==> config.mk <==
export PLATFORM = sky130hd
export DESIGN_NAME = ram_port_arbiter_flat
export DESIGN_NICKNAME = d
export VERILOG_FILES = /design/src/rtl/ram_port_arbiter_if.sv /design/src/rtl/ram_port_arbiter.sv /design/src/flat_wrapper.sv
export SDC_FILE = /design/constraint.sdc
export NUM_CORES = 1
export LEC_CHECK = 0
export CAP_MARGIN = 5
export CORE_AREA = 5 5 116 118
export CTS_BUF_LIST = sky130_fd_sc_hd__clkbuf_4
export DETAILED_ROUTE_END_ITERATION = 7
export DIE_AREA = 0 0 121 123
export PLACE_DENSITY = 0.66
export SKIP_CTS_REPAIR_TIMING = 1
export SLEW_MARGIN = 20
export SYNTH_ARGS = -nofsm -noshare
export SYNTH_HDL_FRONTEND = slang
export SYNTH_SLANG_ARGS = --single-unit
==> constraint.sdc <==
create_clock -name clk_i -period 7.24 [get_ports clk_i]
set_clock_uncertainty 0.1 [all_clocks]
set_input_delay 2.172 -clock clk_i [delete_from_list [all_inputs] [get_ports clk_i]]
set_output_delay 2.172 -clock clk_i [all_outputs]
set_load 0.05 [all_outputs]
==> src/rtl/ram_port_arbiter_if.sv <==
// ---------------------------------------------------------------------------
// ram_port_arbiter_if
//
// One requester channel of the RAM port arbiter. Each master (core data
// port, debug/DMA engine) owns one instance.
//
//   req    master -> arbiter  request, held until granted
//   lock   master -> arbiter  keep ownership of the port after this grant
//   addr   master -> arbiter  request address
//   we     master -> arbiter  byte write enables, all-zero means read
//   wdata  master -> arbiter  write data
//   gnt    arbiter -> master  request accepted this cycle (combinational)
//   rvalid arbiter -> master  response for the previous-cycle grant
//   rdata  arbiter -> master  read data, qualified by rvalid
//
// Modports:
//   master : the requester side
//   slave  : the arbiter side
// ---------------------------------------------------------------------------
interface ram_port_arbiter_if #(
  parameter int ADDR_WIDTH = 32,
  parameter int DATA_WIDTH = 32
);

  logic                    req;
  logic                    lock;
  logic [ADDR_WIDTH-1:0]   addr;
  logic [DATA_WIDTH/8-1:0] we;
  logic [DATA_WIDTH-1:0]   wdata;
  logic                    gnt;
  logic                    rvalid;
  logic [DATA_WIDTH-1:0]   rdata;

  modport master (
    output req,
    output lock,
    output addr,
    output we,
    output wdata,
    input  gnt,
    input  rvalid,
    input  rdata
  );

  modport slave (
    input  req,
    input  lock,
    input  addr,
    input  we,
    input  wdata,
    output gnt,
    output rvalid,
    output rdata
  );

endinterface

==> src/rtl/ram_port_arbiter.sv <==
// ---------------------------------------------------------------------------
// ram_port_arbiter
//
// Shares one port of the dual-port RAM between two masters. At most one
// request is granted per cycle using round-robin priority, with an optional
// lock that lets a master keep the port across an atomic sequence. The
// granted request is driven straight onto the RAM port, and the response
// (rvalid + read data) comes back to that master exactly one cycle later.
//
// Ports:
//   clk_i        clock, shared with the RAM
//   rst_ni       asynchronous active-low reset
//   m0, m1       requester channels (ram_port_arbiter_if.slave)
//   ram_en_o     RAM port enable
//   ram_addr_o   RAM address
//   ram_we_o     RAM byte write enables
//   ram_wdata_o  RAM write data
//   ram_rdata_i  RAM read data, valid one cycle after ram_en_o
// ---------------------------------------------------------------------------
module ram_port_arbiter #(
  parameter int ADDR_WIDTH = 32,
  parameter int DATA_WIDTH = 32
) (
  input  logic                    clk_i,
  input  logic                    rst_ni,

  ram_port_arbiter_if.slave       m0,
  ram_port_arbiter_if.slave       m1,

  output logic                    ram_en_o,
  output logic [ADDR_WIDTH-1:0]   ram_addr_o,
  output logic [DATA_WIDTH/8-1:0] ram_we_o,
  output logic [DATA_WIDTH-1:0]   ram_wdata_o,
  input  logic [DATA_WIDTH-1:0]   ram_rdata_i
);

  localparam int BE_WIDTH = DATA_WIDTH / 8;

  // Lock owner encoding
  localparam logic [1:0] OWNER_NONE = 2'd0;
  localparam logic [1:0] OWNER_M0   = 2'd1;
  localparam logic [1:0] OWNER_M1   = 2'd2;

  // Registered state
  logic       prio;     // master that wins a tie
  logic [1:0] owner;    // master holding the lock, if any
  logic       rsp_v;    // a response is due this cycle
  logic       rsp_id;   // master the due response belongs to

  // Grant decode
  logic owned_by_m0;
  logic owned_by_m1;
  logic port_free;
  logic gnt_m0;
  logic gnt_m1;
  logic grant_any;
  logic grant_id;
  logic grant_lock;
  logic [1:0] owner_next;

  // The unused encoding 2'b11 is treated as a free port so a corrupted
  // owner register cannot wedge the arbiter forever.
  assign owned_by_m0 = (owner == OWNER_M0);
  assign owned_by_m1 = (owner == OWNER_M1);
  assign port_free   = !owned_by_m0 && !owned_by_m1;

  // A locked owner is the only master that can win. Otherwise a lone
  // requester wins, and a tie goes to prio. Reset masks every grant so
  // nothing reaches the RAM while rst_ni is low.
  assign gnt_m0 = rst_ni && m0.req &&
                  (owned_by_m0 || (port_free && (!m1.req || !prio)));
  assign gnt_m1 = rst_ni && m1.req &&
                  (owned_by_m1 || (port_free && (!m0.req ||  prio)));

  assign grant_any  = gnt_m0 || gnt_m1;
  assign grant_id   = gnt_m1;
  assign grant_lock = gnt_m1 ? m1.lock : m0.lock;

  always_comb begin
    owner_next = OWNER_NONE;
    if (grant_lock) begin
      owner_next = grant_id ? OWNER_M1 : OWNER_M0;
    end
  end

  assign m0.gnt = gnt_m0;
  assign m1.gnt = gnt_m1;

  // RAM port mux. Without a grant the address and wdata follow master 0
  // (they are ignored by the RAM), but enable and write enables are forced
  // low so an idle cycle can never write.
  always_comb begin
    ram_en_o    = grant_any;
    ram_addr_o  = gnt_m1 ? m1.addr  : m0.addr;
    ram_wdata_o = gnt_m1 ? m1.wdata : m0.wdata;
    ram_we_o    = {BE_WIDTH{1'b0}};
    if (grant_any) begin
      ram_we_o = gnt_m1 ? m1.we : m0.we;
    end
  end

  // Round-robin pointer, lock owner and response tracking. rsp_v is
  // reloaded every cycle so a response is only ever one cycle wide, and a
  // new grant can coexist with the response to the previous one.
  always_ff @(posedge clk_i or negedge rst_ni) begin
    if (!rst_ni) begin
      prio   <= 1'b0;
      owner  <= OWNER_NONE;
      rsp_v  <= 1'b0;
      rsp_id <= 1'b0;
    end else begin
      rsp_v <= grant_any;
      if (grant_any) begin
        prio   <= ~grant_id;
        owner  <= owner_next;
        rsp_id <= grant_id;
      end
    end
  end

  // Responses are steered to the master granted last cycle. The read data
  // bus is shared; only rvalid distinguishes the recipient. Writes return
  // rvalid as a completion ack with meaningless rdata.
  assign m0.rvalid = rst_ni && rsp_v && !rsp_id;
  assign m1.rvalid = rst_ni && rsp_v &&  rsp_id;
  assign m0.rdata  = ram_rdata_i;
  assign m1.rdata  = ram_rdata_i;

  // Structural invariants
  a_single_grant : assert property (@(posedge clk_i) disable iff (!rst_ni)
                                    !(gnt_m0 && gnt_m1));
  a_idle_no_write : assert property (@(posedge clk_i) disable iff (!rst_ni)
                                     !ram_en_o |-> (ram_we_o == {BE_WIDTH{1'b0}}));

endmodule

==> src/flat_wrapper.sv <==
// flat-port wrapper written by rule: the top's interface ports become plain ports
module ram_port_arbiter_flat 
#(
  parameter int ADDR_WIDTH = 32,
  parameter int DATA_WIDTH = 32
)
  (clk_i, rst_ni, ram_en_o, ram_addr_o, ram_we_o, ram_wdata_o, ram_rdata_i, m0_req, m0_lock, m0_addr, m0_we, m0_wdata, m0_gnt, m0_rvalid, m0_rdata, m1_req, m1_lock, m1_addr, m1_we, m1_wdata, m1_gnt, m1_rvalid, m1_rdata);
  ram_port_arbiter_if #(.ADDR_WIDTH(ADDR_WIDTH), .DATA_WIDTH(DATA_WIDTH)) m0_i ();
  ram_port_arbiter_if #(.ADDR_WIDTH(ADDR_WIDTH), .DATA_WIDTH(DATA_WIDTH)) m1_i ();
  input  logic clk_i;
  input  logic rst_ni;
  output logic ram_en_o;
  output logic [ADDR_WIDTH-1:0] ram_addr_o;
  output logic [DATA_WIDTH/8-1:0] ram_we_o;
  output logic [DATA_WIDTH-1:0] ram_wdata_o;
  input  logic [DATA_WIDTH-1:0] ram_rdata_i;
  input wire logic [$bits(m0_i.req)-1:0] m0_req;
  input wire logic [$bits(m0_i.lock)-1:0] m0_lock;
  input wire logic [$bits(m0_i.addr)-1:0] m0_addr;
  input wire logic [$bits(m0_i.we)-1:0] m0_we;
  input wire logic [$bits(m0_i.wdata)-1:0] m0_wdata;
  output wire logic [$bits(m0_i.gnt)-1:0] m0_gnt;
  output wire logic [$bits(m0_i.rvalid)-1:0] m0_rvalid;
  output wire logic [$bits(m0_i.rdata)-1:0] m0_rdata;
  input wire logic [$bits(m1_i.req)-1:0] m1_req;
  input wire logic [$bits(m1_i.lock)-1:0] m1_lock;
  input wire logic [$bits(m1_i.addr)-1:0] m1_addr;
  input wire logic [$bits(m1_i.we)-1:0] m1_we;
  input wire logic [$bits(m1_i.wdata)-1:0] m1_wdata;
  output wire logic [$bits(m1_i.gnt)-1:0] m1_gnt;
  output wire logic [$bits(m1_i.rvalid)-1:0] m1_rvalid;
  output wire logic [$bits(m1_i.rdata)-1:0] m1_rdata;
  assign m0_i.req = m0_req;
  assign m0_i.lock = m0_lock;
  assign m0_i.addr = m0_addr;
  assign m0_i.we = m0_we;
  assign m0_i.wdata = m0_wdata;
  assign m0_gnt = m0_i.gnt;
  assign m0_rvalid = m0_i.rvalid;
  assign m0_rdata = m0_i.rdata;
  assign m1_i.req = m1_req;
  assign m1_i.lock = m1_lock;
  assign m1_i.addr = m1_addr;
  assign m1_i.we = m1_we;
  assign m1_i.wdata = m1_wdata;
  assign m1_gnt = m1_i.gnt;
  assign m1_rvalid = m1_i.rvalid;
  assign m1_rdata = m1_i.rdata;
  ram_port_arbiter #(.ADDR_WIDTH(ADDR_WIDTH), .DATA_WIDTH(DATA_WIDTH)) u_core (.clk_i(clk_i), .rst_ni(rst_ni), .m0(m0_i), .m1(m1_i), .ram_en_o(ram_en_o), .ram_addr_o(ram_addr_o), .ram_we_o(ram_we_o), .ram_wdata_o(ram_wdata_o), .ram_rdata_i(ram_rdata_i));
endmodule
==> results of run 1 <==
state kept, by name, summed over array words and instances (netlist names):
name / flops
u_core.owner: 2
u_core.prio: 1
u_core.rsp_id: 1
u_core.rsp_v: 1
per-stage QoR:
step / area [um^2] / hold slack (ns) / util, % / setup WS, ns / total power [mW]
floorplan: 1983 / 0.3653 / - / 1.297 / 0.7039
global placement: 4451 / 0.3852 / 36.00 / 0.6325 / 1.030
detailed placement: 4451 / 0.3895 / 36.00 / 0.5340 / 1.039
CTS: 4481 / 0.4035 / 36.24 / 0.5270 / 1.082
global route: 4481 / 0.4314 / 36.24 / 0.3791 / 1.107
finish: 4481 / 0.3985 / 36.24 / 0.5421 / 1.070
logic make-up after synthesis:
kind of cell | share of synthesized area [%]
compound gates | 5.615
fa+ha+maj | 1.262
buf+inv | 33.00
flops | 6.309
mux | 50.41
simple gates | 3.407
metal layers:
metal	wire, um	GRT usage, %	vias up
li1	-	-	854
met1	3429	12.76	831
met2	4717	20.01	136
met3	1134	4.346	14
met4	117	2.550	0
met5	0	0	-
cells in the final DEF, fill, tap and decap left out, drive strengths merged:
master / instances
clkdlybuf4s50: 144
a21boi: 1
and3: 1
a21oi: 2
nand2: 1
and3b: 1
clkbuf: 4
o211ai: 7
mux2i: 5
and2: 1
dfrtp: 5
ha: 2
buf: 74
nor2: 2
nor3b: 1
a21o: 1
mux2: 64
o21ai: 4
inv: 9
cells in the mapped netlist, types with 2 or more instances:
| library cell | number | area share, % |
|---|---|---|
| a21oi_1 | 2 | 0.50 |
| buf_12 | 7 | 7.1 |
| buf_4 | 64 | 24 |
| dfrtp_1 | 5 | 6.3 |
| ha_1 | 2 | 1.3 |
| inv_1 | 9 | 1.7 |
| mux2_2 | 3 | 1.7 |
| mux2_4 | 61 | 46 |
| mux2i_1 | 5 | 2.5 |
| o211ai_1 | 6 | 2.3 |
| o21ai_0 | 4 | 1.0 |
worst max-delay path, delay by kind of cell:
| family | cells | cell delay [ns] |
|---|---|---|
| compound gates | 1 | 0.27 |
| buf+inv | 3 | 1.63 |
| simple gates | 1 | 0.35 |
worst paths after layout:
kind | slack [ns] | depth (start not counted) | from | to
setup / recovery | 0.54 | 5 | rst_ni | m0_gnt
min in group asynchronous | 2.13 | 1 | rst_ni | u_core.rsp_id
hold / removal | 0.40 | 1 | u_core.rsp_id | u_core.rsp_id
hold reg to reg | 0.40 | 1 | u_core.rsp_id | u_core.rsp_id
max in group asynchronous | 4.62 | 1 | rst_ni | u_core.owner[0]
setup reg to reg | 5.31 | 5 | u_core.owner[0] | u_core.rsp_v
power by group through the flow:
stage	clock, mW	combinational, mW	sequential, mW
6_report	0.0359	0.982	0.0519
3_5_place_dp	0	0.987	0.0522
3_3_place_gp	0	0.979	0.0511
4_1_cts	0.0373	0.993	0.0519
5_1_grt	0.0390	1.01	0.0544
2_1_floorplan	0	0.654	0.0496
cell type report:
type,count,area share [%]
Timing Repair Buffer,218,64.12
Multi-Input combinational cell,93,26.86
Tap cell,172,4.803
Sequential cell,5,2.793
Inverter,9,0.7540
Clock buffer,4,0.6702
==> summary.txt, run 1 <==
Run status
  • Outcome: completed

Clock network
  • Clock buffer depth: 2
  • CTS tree: built
  • Clock buffer count from CTS: 3
  • CTS HTree Levels: 1
  • Sink Count: 5
  • Clk pin slew, worst setup/hold paths: 0.04 ns
  • Root Driver: clkbuf_4
  • Insertion delay to the later sink of the worst-skew pair: 0.24 ns

Flow run
  • Total of max-cap violations: 0

Hold path
  • Min-Delay Path Class: flop to flop

Die
  • Die H: 123 um
  • Initial core utilization: 16.04%
  • Die width: 121 um
  • Rows: 41
  • Die area: 0.01488 mm^2
  • IO Pins: 311
  • Core ar.: 0.01236 mm^2

Yosys
  • Async S/R FF share, synth: 100.0%
  • Syn. warnings: 0
  • Primary FF master, synth: dfrtp_1
  • Syn Nets: 354
  • Post-Syn Area per Cell: 11.14 um^2
  • Mapped cell area: 0.001983 mm^2
  • Netlist cell types: 21
  • Synth Register Bits: 5
  • Seq/Total Area, Yosys: 6.309%
  • Post-synth EDFFs: 0
  • Cells after synthesis: 178

STA
  • Slew @ Worst Pin: 0.5180 ns
  • Relative slew slack: 65.36%
  • RSZ-0062 raised after global routing: no
  • Final Hold Fails: 0
  • Setup violators final: 0
  • Final period util: 92.51%
  • Minimum clock period: 6.698 ns
  • F_max: 0.1493 GHz
  • Setup_tns: 0 ns
  • Slew Limit Fails: 0

Critical path
  • Critical Path Start Type: input pin
  • Cell mode on critical path: clkdlybuf4s50_1
  • Arr. time, crit path: 4.43 ns
  • Crit path max-delay cell type: clkdlybuf4s50_1
  • WS Path Type: input pin to output port
  • Critical Path End Type: output port
  • Data required time at the worst endpoint: 4.97 ns
  • Critical path's largest stage delay: 0.81 ns
  • Worst-path cell chain: clkdlybuf4s50_1, and2_0, o21ai_0, inv_1, clkdlybuf4s50_1
  • CP Max Fanout: 10

Finish
  • Multi-input gate area: 0.001204 mm^2
  • Diodes inserted: 0
  • Area grow syn2layout: 125.9%
  • FILL cells: 1224
  • Share of layout cells above drive strength 1: 44.07%
  • Final nets: 506
  • Reg area: 125.1 um^2
  • Post-Layout Cell Count: 501

Power
  • Int Power: 558.8 uW
  • VDD IR max: 88.88 uV
  • Clk pwr share: 3.4%
  • Pwr/cell area: 238.8 mW/mm^2
  • Switch Pwr: 511.3 uW
  • Switching share of total power: 47.78%
  • Leak: 1.897 nW
  • Sequential share of power: 4.9%
  • Comb pwr share: 91.8%

Detailed routing
  • Vias: 1835
  • Residual DRC: 0
  • Detailed Route Iter0 Violations: 85
  • Vias per cell: 3.663
  • WL final: 9399 um
  • DR WL/cell: 18.76 um
  • Antenna viol nets, final: 0
  • Initial DRT Pass Iterations: 4

Place
  • Final Wtd Congestion: 0.7787
  • DP Cell Count: 497
  • DP Wirelength: 8196 um
  • Port Buffers: 214

GRT
  • Initial antenna violation count: 0
  • Vias in the first global route: 2020
  • GRT Resource Usage Total: 11.25%
  • Grt ovf: 0
  • First-pass GRT wire length: 12880 um
  • Largest net degree at the start of global routing: 36
Note: power is estimated with default switching activity, not from simulation.
==> run 2, diff against run 1 <==
- CELL_PAD_IN_SITES_DETAIL_PLACEMENT: default -> 0
- CELL_PAD_IN_SITES_GLOBAL_PLACEMENT: default -> 2
- CORE_AREA: 5 5 116 118 -> default
- CORE_ASPECT_RATIO: default -> 1.1
- CORE_MARGIN: default -> 5
- CORE_UTILIZATION: default -> 11
- CTS_BUF_LIST: sky130_fd_sc_hd__clkbuf_4 -> sky130_fd_sc_hd__clkbuf_8
- CTS_CLUSTER_SIZE: default -> 28
- DIE_AREA: 0 0 121 123 -> default
- PLACE_DENSITY: 0.66 -> 0.91
==> run 2 against run 1 <==
Against the previous run: sequential share of layout area down 0.082 points; maximum frequency down 1.4%; register-to-register slack worse by 0.05 ns; count of clock-buffer cells in the layout down 1; critical path depth unchanged; final cell count up 14%; core utilization down 10 points; worst hold slack better by 0.019 ns; sequential power up 1%; critical endpoint is now ram_en_o; clock power up 41%; global-route usage down 1.5 points; setup slack worse by 0.094 ns.
==> summary.txt, run 2 (synthesized netlist as in run 1, its figures left out) <==
STA
  • Minimum clock period: 6.792 ns (was 6.698 ns)
  • Setup violators final: 0 (unchanged)
  • Setup_tns: 0 ns (unchanged)
  • Final Hold Fails: 0 (unchanged)
  • Slew @ Worst Pin: 0.5255 ns (was 0.5180 ns)
  • Relative slew slack: 64.86% (was 65.36%)
  • Slew Limit Fails: 0 (unchanged)
  • Final period util: 93.82% (was 92.51%)
  • RSZ-0062 raised after global routing: no (unchanged)
  • F_max: 0.1472 GHz (was 0.1493 GHz)

Finish
  • Max reg flops: 2 (unchanged)
  • Area grow syn2layout: 132.7% (was 125.9%)
  • Commonest non-fill, non-tap cell in the layout: clkdlybuf4s50_1 (unchanged)
  • Final nets: 509 (was 506)
  • Diodes inserted: 0 (unchanged)
  • FILL cells: 1864 (was 1224)
  • Share of layout cells above drive strength 1: 43.98% (was 44.07%)
  • Biggest register: u_core.owner (unchanged)
  • Reg area: 125.1 um^2 (unchanged)
  • Most frequent cells in the layout: clkdlybuf4s50_1, buf_12, mux2_4, inv_1, o211ai_1 (unchanged)
  • Multi-input gate area: 0.001204 mm^2 (unchanged)

Critical path
  • Worst-path cell chain: clkdlybuf4s50_1, and2_0, o21ai_0, o21ai_0, clkdlybuf4s50_1 (was clkdlybuf4s50_1, and2_0, o21ai_0, inv_1, clkdlybuf4s50_1)
  • Arr. time, crit path: 4.52 ns (was 4.43 ns)
  • CP Max Fanout: 10 (unchanged)
  • Data required time at the worst endpoint: 4.97 ns (about the same)
  • Critical Path Start Type: input pin (unchanged)
  • WS Path Type: input pin to output port (unchanged)
  • Delay-heaviest family, CP: buffers and inverters (unchanged)
  • Critical path's largest stage delay: 0.87 ns (was 0.81 ns)
  • Reg2Reg Setup Slack: 5.26 ns (was 5.31 ns)
  • Buf+Inv Stages, Crit Path: 2 (was 3)
  • Critical Path End Type: output port (unchanged)
  • Crit path max-delay cell type: clkdlybuf4s50_1 (unchanged)

GRT
  • Largest net degree at the start of global routing: 25 (was 36)
  • Initial antenna violation count: 0 (unchanged)
  • Grt ovf: 0 (unchanged)
  • GRT Resource Usage Total: 9.755% (was 11.25%)
  • First-pass GRT wire length: 15240 um (was 12880 um)
  • Vias in the first global route: 2134 (was 2020)

Detailed routing
  • DR WL/cell: 19.22 um (was 18.76 um)
  • DR WL met2: 5165 um (was 4717 um)
  • Wl on met1: 4585 um (was 3429 um)
  • Detailed Route Iter0 Violations: 45 (was 85)
  • Detailed-routed wire length on met3: 1169 um (was 1134 um)
  • Antenna viol nets, final: 0 (unchanged)
  • Vias per cell: 3.274 (was 3.663)
  • Uppermost layer routed: met4 (unchanged)
  • Vias: 1866 (was 1835)
  • WL final: 10950 um (was 9399 um)
  • Residual DRC: 0 (unchanged)
  • Initial DRT Pass Iterations: 4 (unchanged)

Clock network
  • Sink Count: 5 (unchanged)
  • Root Driver: clkbuf_8 (was clkbuf_4)
  • Clk pin slew, worst setup/hold paths: 0.04 ns (about the same)
  • CTS HTree Levels: 1 (unchanged)
  • CTS tree: built (unchanged)
  • Insertion delay to the later sink of the worst-skew pair: 0.22 ns (was 0.24 ns)
  • Clock buffer count from CTS: 3 (unchanged)
  • Clock buffer depth: 2 (unchanged)

Die
  • IO Pins: 311 (unchanged)
  • Die H: 150.8 um (was 123 um)
  • Initial core utilization: 11.18% (was 16.04%)
  • Die width: 138.0 um (was 121 um)
  • Rows: 51 (was 41)
  • Core ar.: 0.01774 mm^2 (was 0.01236 mm^2)
  • Die area: 0.02082 mm^2 (was 0.01488 mm^2)

Power
  • Int Power: 580.6 uW (was 558.8 uW)
  • Clk pwr share: 4.6% (was 3.4%)
  • Comb pwr share: 90.7% (was 91.8%)
  • Switch Pwr: 529.0 uW (was 511.3 uW)
  • Total power: 1.110 mW (was 1.070 mW)
  • Leak: 1.923 nW (was 1.897 nW)
  • VDD IR max: 84.65 uV (was 88.88 uV)
  • Switching share of total power: 47.67% (was 47.78%)
  • Sequential share of power: 4.7% (was 4.9%)
  • Pwr/cell area: 240.4 mW/mm^2 (was 238.8 mW/mm^2)

Place
  • Final Wtd Congestion: 0.9622 (was 0.7787)
  • Port Buffers: 214 (unchanged)
  • DP Wirelength: 9404 um (was 8196 um)

Hold path
  • Min-Delay Path Class: flop to flop (unchanged)

Flow run
  • Total of max-cap violations: 0 (unchanged)

Run status
  • Outcome: completed (unchanged)
## run 2: cell type report
cell class                 count  share of cell area, %
timing repair buffer         221                  63.05
clock buffer                   3                 0.8946
clock inverter                 1                0.08132
sequential                     5                  2.711
inverter                       9                 0.7319
multi-input combinational     93                  26.08
tap                          238                  6.452
## run 2: power by group through the flow
stage               sequential, mW  combinational, mW  clock, mW
global route                0.0546               1.04     0.0540
detailed placement          0.0531               1.01          0
CTS                         0.0527               1.02     0.0509
global placement            0.0515               1.01          0
finish                      0.0524               1.01     0.0506
floorplan                   0.0496              0.654          0
## run 2: per-layer routing
metal / global-route usage (%) / vias up
met5: 0 / -
met4: 1.136 / 0
met3: 4.642 / 7
met2: 16.16 / 137
met1: 11.95 / 863
li1: - / 859
## run 2: final timing paths
kind | startpoint | to | cells past startpoint
worst max-delay path | rst_ni | ram_en_o | 5
worst min-delay path | u_core.rsp_id | u_core.rsp_id | 1
worst max register to register | u_core.owner[0] | u_core.owner[1] | 6
worst min register to register | u_core.rsp_id | u_core.rsp_id | 1
max in group asynchronous | rst_ni | u_core.owner[1] | 1
min in group asynchronous | rst_ni | u_core.rsp_v | 1
## run 2: through the flow
stage | instances | worst slack, ns | hold WS, ns | utilization [%] | area (um^2)
2_1_floorplan | 178 | 1.297 | 0.3653 | - | 1983
3_3_place_gp | 566 | 0.5186 | 0.3865 | 25.77 | 4571
3_5_place_dp | 566 | 0.4487 | 0.4233 | 25.77 | 4571
4_1_cts | 570 | 0.4466 | 0.4309 | 26.02 | 4616
5_1_grt | 570 | 0.2324 | 0.4453 | 26.02 | 4616
6_report | 570 | 0.4478 | 0.4170 | 26.02 | 4616
